$ cat config.mk
export PLATFORM = sky130hd
export DESIGN_NAME = adder_bist
export DESIGN_NICKNAME = d
export VERILOG_FILES = /design/src/rtl/adder_bist.sv
export SDC_FILE = /design/constraint.sdc
export NUM_CORES = 1
export LEC_CHECK = 0
export CAP_MARGIN = 40
export CORE_ASPECT_RATIO = 0.9
export CORE_UTILIZATION = 61
export CTS_BUF_LIST = sky130_fd_sc_hd__clkbuf_4
export CTS_CLUSTER_SIZE = 14
export DETAILED_ROUTE_END_ITERATION = 8
export HOLD_SLACK_MARGIN = 0.05
export PLACE_DENSITY = 0.88
export SETUP_SLACK_MARGIN = 0.15
export SLEW_MARGIN = 30
export SYNTH_ARGS = -nofsm -noshare
export SYNTH_HDL_FRONTEND = slang
export SYNTH_SLANG_ARGS = --single-unit
$ cat constraint.sdc
create_clock -name clk -period 6 [get_ports clk]
set_input_delay 1.2 -clock clk [delete_from_list [all_inputs] [get_ports clk]]
set_output_delay 1.2 -clock clk [all_outputs]
set_load 0.05 [all_outputs]
$ cat src/rtl/adder_bist.sv
// adder_bist: built-in self test that drives a combinational adder with LFSR vectors and checks sum/cout/of.
// Define ADDER_BIST_DIRECTED_EN to prepend 8 directed corner-case vectors to every run.
module adder_bist #(
    parameter int WIDTH         = 32,
    parameter int NUM_VECTORS   = 256,
    parameter int SETTLE_CYCLES = 2
) (
    input  logic             clk,
    input  logic             rst,
    input  logic             start,
    output logic             busy,
    output logic             done,
    output logic             pass,
    output logic [15:0]      fail_count,
    output logic [15:0]      first_fail_idx,
    output logic [WIDTH-1:0] dut_a,
    output logic [WIDTH-1:0] dut_b,
    output logic             dut_cin,
    input  logic [WIDTH-1:0] dut_sum,
    input  logic             dut_cout,
    input  logic             dut_of
);
    localparam logic [31:0] SEED_A = 32'hACE12468;
    localparam logic [31:0] SEED_B = 32'h13579BDF;
    localparam logic [31:0] TAPS   = 32'h80200003;
`ifdef ADDER_BIST_DIRECTED_EN
    localparam int NUM_DIR = 8;
`else
    localparam int NUM_DIR = 0;
`endif
    localparam int TOTAL = NUM_VECTORS + NUM_DIR;

    typedef enum logic [2:0] {IDLE, APPLY, SETTLE, CHECK, DONE} state_t;

    state_t            state, state_n;
    logic [16:0]       idx, idx_n;
    logic [3:0]        cnt;
    logic [31:0]       lfsr_a, lfsr_b, lfsr_a_n, lfsr_b_n;
    logic              go, last, mismatch, exp_of;
    logic [WIDTH-1:0]  vec_a, vec_b;
    logic              vec_cin;
    logic [WIDTH:0]    exp_full;

    function automatic logic [31:0] step(input logic [31:0] x);
        return {1'b0, x[31:1]} ^ (x[0] ? TAPS : 32'h0);
    endfunction

`ifdef ADDER_BIST_DIRECTED_EN
    function automatic logic [64:0] dir_vec(input logic [2:0] i);
        case (i)
            3'd0:    return {32'h7FFFFFFF, 32'h7FFFFFFF, 1'b0};
            3'd1:    return {32'h8FFFFFFF, 32'h8FFFFFFF, 1'b0};
            3'd2:    return {32'h000007AA, 32'hFFFFFFFF, 1'b0};
            3'd3:    return {32'h000000AF, 32'h000000AF, 1'b1};
            3'd4:    return {32'hFFFFFFFF, 32'hFFFFFFFF, 1'b0};
            3'd5:    return {32'h00000123, 32'hFFFFF123, 1'b0};
            3'd6:    return {32'hFFFFF999, 32'h00000111, 1'b0};
            default: return {32'h00000000, 32'hFFFFFFFF, 1'b0};
        endcase
    endfunction

    logic [64:0] dv;
    logic        use_dir;
    always_comb begin
        dv      = dir_vec(idx_n[2:0]);
        use_dir = idx_n[16:3] == 14'd0;
        vec_a   = use_dir ? WIDTH'(dv[64:33]) : WIDTH'(lfsr_a_n);
        vec_b   = use_dir ? WIDTH'(dv[32:1]) : WIDTH'(lfsr_b_n);
        vec_cin = use_dir ? dv[0] : lfsr_a_n[31] ^ lfsr_b_n[0];
    end
`else
    always_comb begin
        vec_a   = WIDTH'(lfsr_a_n);
        vec_b   = WIDTH'(lfsr_b_n);
        vec_cin = lfsr_a_n[31] ^ lfsr_b_n[0];
    end
`endif

    assign go   = start && (state == IDLE || state == DONE);
    assign last = idx == 17'(TOTAL - 1);
    assign busy = state == APPLY || state == SETTLE || state == CHECK;
    assign done = state == DONE;
    assign pass = done && fail_count == 16'd0;

    // Next vector is computed from the post-update LFSR/index so the operands land as APPLY is entered.
    assign lfsr_a_n = go ? SEED_A : state == CHECK ? step(lfsr_a) : lfsr_a;
    assign lfsr_b_n = go ? SEED_B : state == CHECK ? step(lfsr_b) : lfsr_b;
    assign idx_n    = go ? 17'd0 : state == CHECK ? idx + 17'd1 : idx;

    assign exp_full = {1'b0, dut_a} + {1'b0, dut_b} + {{WIDTH{1'b0}}, dut_cin};
    assign exp_of   = (dut_a[WIDTH-1] == dut_b[WIDTH-1]) && (exp_full[WIDTH-1] != dut_a[WIDTH-1]);
    assign mismatch = {dut_cout, dut_sum, dut_of} != {exp_full, exp_of};

    always_comb begin
        state_n = state;
        case (state)
            IDLE, DONE: state_n = go ? APPLY : state;
            APPLY:      state_n = SETTLE_CYCLES == 0 ? CHECK : SETTLE;
            SETTLE:     state_n = cnt == 4'(SETTLE_CYCLES - 1) ? CHECK : SETTLE;
            CHECK:      state_n = last ? DONE : APPLY;
            default:    state_n = IDLE;
        endcase
    end

    always_ff @(posedge clk)
        if (rst) state <= IDLE;
        else     state <= state_n;

    always_ff @(posedge clk) begin
        if (rst) begin
            lfsr_a         <= SEED_A;
            lfsr_b         <= SEED_B;
            idx            <= 17'd0;
            cnt            <= 4'd0;
            dut_a          <= '0;
            dut_b          <= '0;
            dut_cin        <= 1'b0;
            fail_count     <= 16'd0;
            first_fail_idx <= 16'hFFFF;
        end else begin
            lfsr_a <= lfsr_a_n;
            lfsr_b <= lfsr_b_n;
            idx    <= idx_n;
            cnt    <= state == SETTLE ? cnt + 4'd1 : 4'd0;
            if (state_n == APPLY) begin
                dut_a   <= vec_a;
                dut_b   <= vec_b;
                dut_cin <= vec_cin;
            end
            if (go) begin
                fail_count     <= 16'd0;
                first_fail_idx <= 16'hFFFF;
            end else if (state == CHECK && mismatch) begin
                fail_count <= fail_count == 16'hFFFF ? fail_count : fail_count + 16'd1;
                if (fail_count == 16'd0) first_fail_idx <= idx[15:0];
            end
        end
    end
endmodule

==> reports/summary.txt <==
=====================================================================================
Remaining global-route overflow                                                     0
Number of buffers inserted during clock tree synthesis                             17
Post-Synthesis Mean Instance Area                                            7.68 um2
Routed length per instance                                                    20.6 um
Core box area                                                              0.0156 mm2
Area of the multi-input gates                                             0.00577 mm2
EDFF count, synth                                                                   0
Bufs and invs on worst path                                                         1
Vias post-DR                                                                    10300
Non-Filler Instances                                                             1589
Maximum clock rate                                                            216 MHz
Cells along the critical path                                            fa_1 -> fa_1 -> a21o_1 -> a221o_1 -> nand3_1 -> a21oi_1 -> mux2_1 -> a211o_1 -> a2111oi_0 -> and4_1 -> buf_4 -> o21ai_0 -> a21oi_1
Total track usage                                                               39.3%
Die outline area                                                           0.0167 mm2
Post-synthesis share of cell area spent on and, or, nand and nor gates          27.7%
Number of buffers added for setup after CTS                                         0
Smallest hold slack                                                            470 ps
Number of instances in the placed design                                         1557
Maximum single-stage delay on the critical path                                530 ps
Compound-cell area share of the yosys netlist                                   19.3%
Clk sink count                                                                    185
Unrepaired setup endpoints after global routing                                 false
Max_cap viols                                                                       0
Via density per instance                                                         6.46
Post-route clock period utilization                                             77.3%
Post-synthesis to final-layout area growth                                      18.0%
Path class of the lowest-slack min-delay path                                 reg2reg
CP max FO                                                                          44
Worst setup skew after layout                                                 34.2 ps
Detailed-routing iteration count for the pre-antenna-repair pass                    7
Via count of the first global-routing pass                                       9224
Proportion of synthesized chip area in sequential cells                         37.6%
Number of pins exceeding their max-slew limit in the final report                   0
Critical path's top delay family                                         compound AO/OA/AOI/OAI gates
XOR/XNOR share of the synthesized area                                          5.40%
Initial antenna violation count                                                     0
Residual antenna-violating net count after detailed routing                         0
Post-layout minimum cycle time                                                4640 ps
Mux share of post-synthesis cell area                                          0.851%
Proportion of synthesized flip-flops having asynchronous set or reset              0%
Fill cell count                                                                  1121
Routability congestion estimate                                                 0.987
Cell area after technology mapping                                        0.00985 mm2
Number of nets in the layout                                                     1449
Data arrival time of the critical path                                        5170 ps
Global-route wire length before repair                                       50000 um
Die X                                                                          136 um
Distinct cells, synth                                                              69
Slew of the pin with the lowest slew margin                                    855 ps
Total setup violations reported at the end of the flow                              0
Synthesized instance count                                                       1283
Final routed wirelength across all metal layers                              32700 um
Clk Latency, worst-skew pair                                                   600 ps
Number of synthesized register bits                                               185
Clock H-tree levels                                                                 4
Synthesized netlist net count                                                    1358
Vertical extent of the die                                                     123 um
Buffers on Ports                                                                  136
I/O pin count                                                                     137
CP max-delay cell                                                        sky130_fd_sc_hd__fa_1
Final hold violation count                                                          0
Maximum number of pins on one net before global-route repair                       78
Cell Rows                                                                          43
Worst Setup Start Kind                                                      flip-flop
Static Leak                                                                   4.21 nW
Detailed Route Iter0 Violations                                                  1080
Post-synth top area share                                                       37.6%
Power density over the cells                                               236 mW/mm2
Ys flop type                                                             sky130_fd_sc_hd__dfxtp_1
Most used cells in the layout excluding fill and tap cells               sky130_fd_sc_hd__nand2_1 (278), sky130_fd_sc_hd__dfxtp_1 (185), sky130_fd_sc_hd__a21oi_1 (148)
Number of diodes                                                                    0
Main combinational cell family by area after synthesis                   simple AND/OR/NAND/NOR gates
Summed negative setup slack over all endpoints                                   0 ps
Share of final-layout standard cells stronger than drive strength 1             5.19%
Leading cell types by total area after synthesis                         sky130_fd_sc_hd__dfxtp_1 (38%), sky130_fd_sc_hd__nand2_1 (11%), sky130_fd_sc_hd__a21oi_1 (7.5%)
Run status                                                               complete, no violations
Leading cell type in the layout, fill and taps excluded                  sky130_fd_sc_hd__nand2_1
Longest Clk Path Bufs                                                               2
Clock tree from TritonCTS                                                        done
Data required, critical path                                                  6530 ps
Maximum vdd drop                                                               205 uV
DRC violations left                                                                 0
Area share of fa/ha/maj cells after synthesis                                   4.98%
Slew margin rel.                                                                42.4%
Cell at the root of the clock tree                                       sky130_fd_sc_hd__clkbuf_4
Count of warnings emitted by yosys                                                  0
Post-cts resize count                                                               0
Post-detail-place hpwl                                                       24200 um
Total area of sequential cells                                            0.00370 mm2
Cts hold-fix bufs                                                                   0
Clock-pin slew on the worst setup and hold paths                               200 ps
Starting density of the core                                                    63.2%
Critical path start-end classification                                        reg2reg
Dominant cell type by area after synthesis                               sky130_fd_sc_hd__dfxtp_1
Element type at the critical path end                                       flip-flop
=====================================================================================
## final cells by class
cell class                      count  share of cell area, %
Inverter                           12                  0.387
Timing Repair Buffer              152                   13.0
Tap cell                          202                   2.17
Sequential cell                   185                   31.9
Clock inverter                     15                   1.86
Multi-Input combinational cell   1006                   49.6
Clock buffer                       17                   1.10
## metal layers
metal  up-vias  part of all wire (%)  GRT usage (%)  routed length [um]
met4         0                   2.7           13.5                 895
met3        62                   9.8           6.44                3220
li1       4736                     -              -                   -
met5         -                     0              0                   0
met1      4841                    42           52.8               13600
met2       618                    46           64.1               15000
## path summary, 6_finish.rpt
path                    to  slack, ps        from  cells past startpoint
min reg2reg     lfsr_b[31]        470  lfsr_b[31]                      2
min             lfsr_b[31]        470  lfsr_b[31]                      2
max          fail_count[1]       1360    dut_a[0]                     13
max reg2reg  fail_count[1]       1360    dut_a[0]                     13
## sequential cells by signal, indices dropped and copies added (netlist names)
signal / flops
cnt: 4
lfsr_b: 32
lfsr_a: 32
dut_b: 32
fail_count: 16
first_fail_idx: 16
dut_cin: 1
dut_a: 32
idx: 17
state: 3
## power breakdown
part | switching, mW | total [mW] | leakage, nW | internal (mW)
Combinational | 0.433 | 0.651 | 2.53 | 0.219
Sequential | 0.0524 | 1.32 | 1.50 | 1.27
Clock | 0.546 | 0.766 | 0.176 | 0.221
## kinds of logic after synthesis
| family | Yosys count |
|---|---|
| mux | 8 |
| xor+xnor | 59 |
| flops | 185 |
| buf+inv | 92 |
| simple gates | 583 |
| fa+ha+maj | 38 |
| compound gates | 318 |
## synthesized netlist by cell type, types with 9 or more instances
cell type / count
sky130_fd_sc_hd__ha_1: 36
sky130_fd_sc_hd__o31ai_1: 9
sky130_fd_sc_hd__nor2_1: 85
sky130_fd_sc_hd__nand2_1: 278
sky130_fd_sc_hd__nor2b_1: 23
sky130_fd_sc_hd__o21ai_0: 38
sky130_fd_sc_hd__xor2_1: 27
sky130_fd_sc_hd__xnor2_1: 30
sky130_fd_sc_hd__o21ai_1: 19
sky130_fd_sc_hd__or4_1: 12
sky130_fd_sc_hd__nand4_1: 26
sky130_fd_sc_hd__a21oi_1: 148
sky130_fd_sc_hd__inv_1: 12
sky130_fd_sc_hd__nor3_1: 34
sky130_fd_sc_hd__nand4b_1: 14
sky130_fd_sc_hd__nand2b_1: 9
sky130_fd_sc_hd__or3_1: 14
sky130_fd_sc_hd__buf_1: 9
sky130_fd_sc_hd__nand3_1: 46
sky130_fd_sc_hd__clkbuf_1: 59
sky130_fd_sc_hd__a31oi_1: 32
sky130_fd_sc_hd__dfxtp_1: 185
## worst register-to-register path: stages (launching register included)
cell and delay [ps]:
sky130_fd_sc_hd__dfxtp_1 370, sky130_fd_sc_hd__fa_1 530, sky130_fd_sc_hd__fa_1 500, sky130_fd_sc_hd__a21o_1 250, sky130_fd_sc_hd__a221o_1 380, sky130_fd_sc_hd__nand3_1 210
sky130_fd_sc_hd__a21oi_1 140, sky130_fd_sc_hd__mux2_1 360, sky130_fd_sc_hd__a211o_1 280, sky130_fd_sc_hd__a2111oi_0 520, sky130_fd_sc_hd__and4_1 270, sky130_fd_sc_hd__buf_4 380
sky130_fd_sc_hd__o21ai_0 240, sky130_fd_sc_hd__a21oi_1 190
## per-stage QoR
stage / power [mW] / util (%) / setup WS [ps] / area [um2]
3_3_place_gp: 1.97 / 71.8 / 1210 / 11200
6_report: 2.74 / 74.5 / 1360 / 11600
4_1_cts: 2.73 / 74.5 / 1470 / 11600
2_1_floorplan: 1.76 / - / 2010 / 9850
5_1_grt: 2.83 / 74.5 / 1060 / 11600
3_5_place_dp: 1.98 / 72.3 / 1170 / 11300
Power figures use the tool's default switching activity.
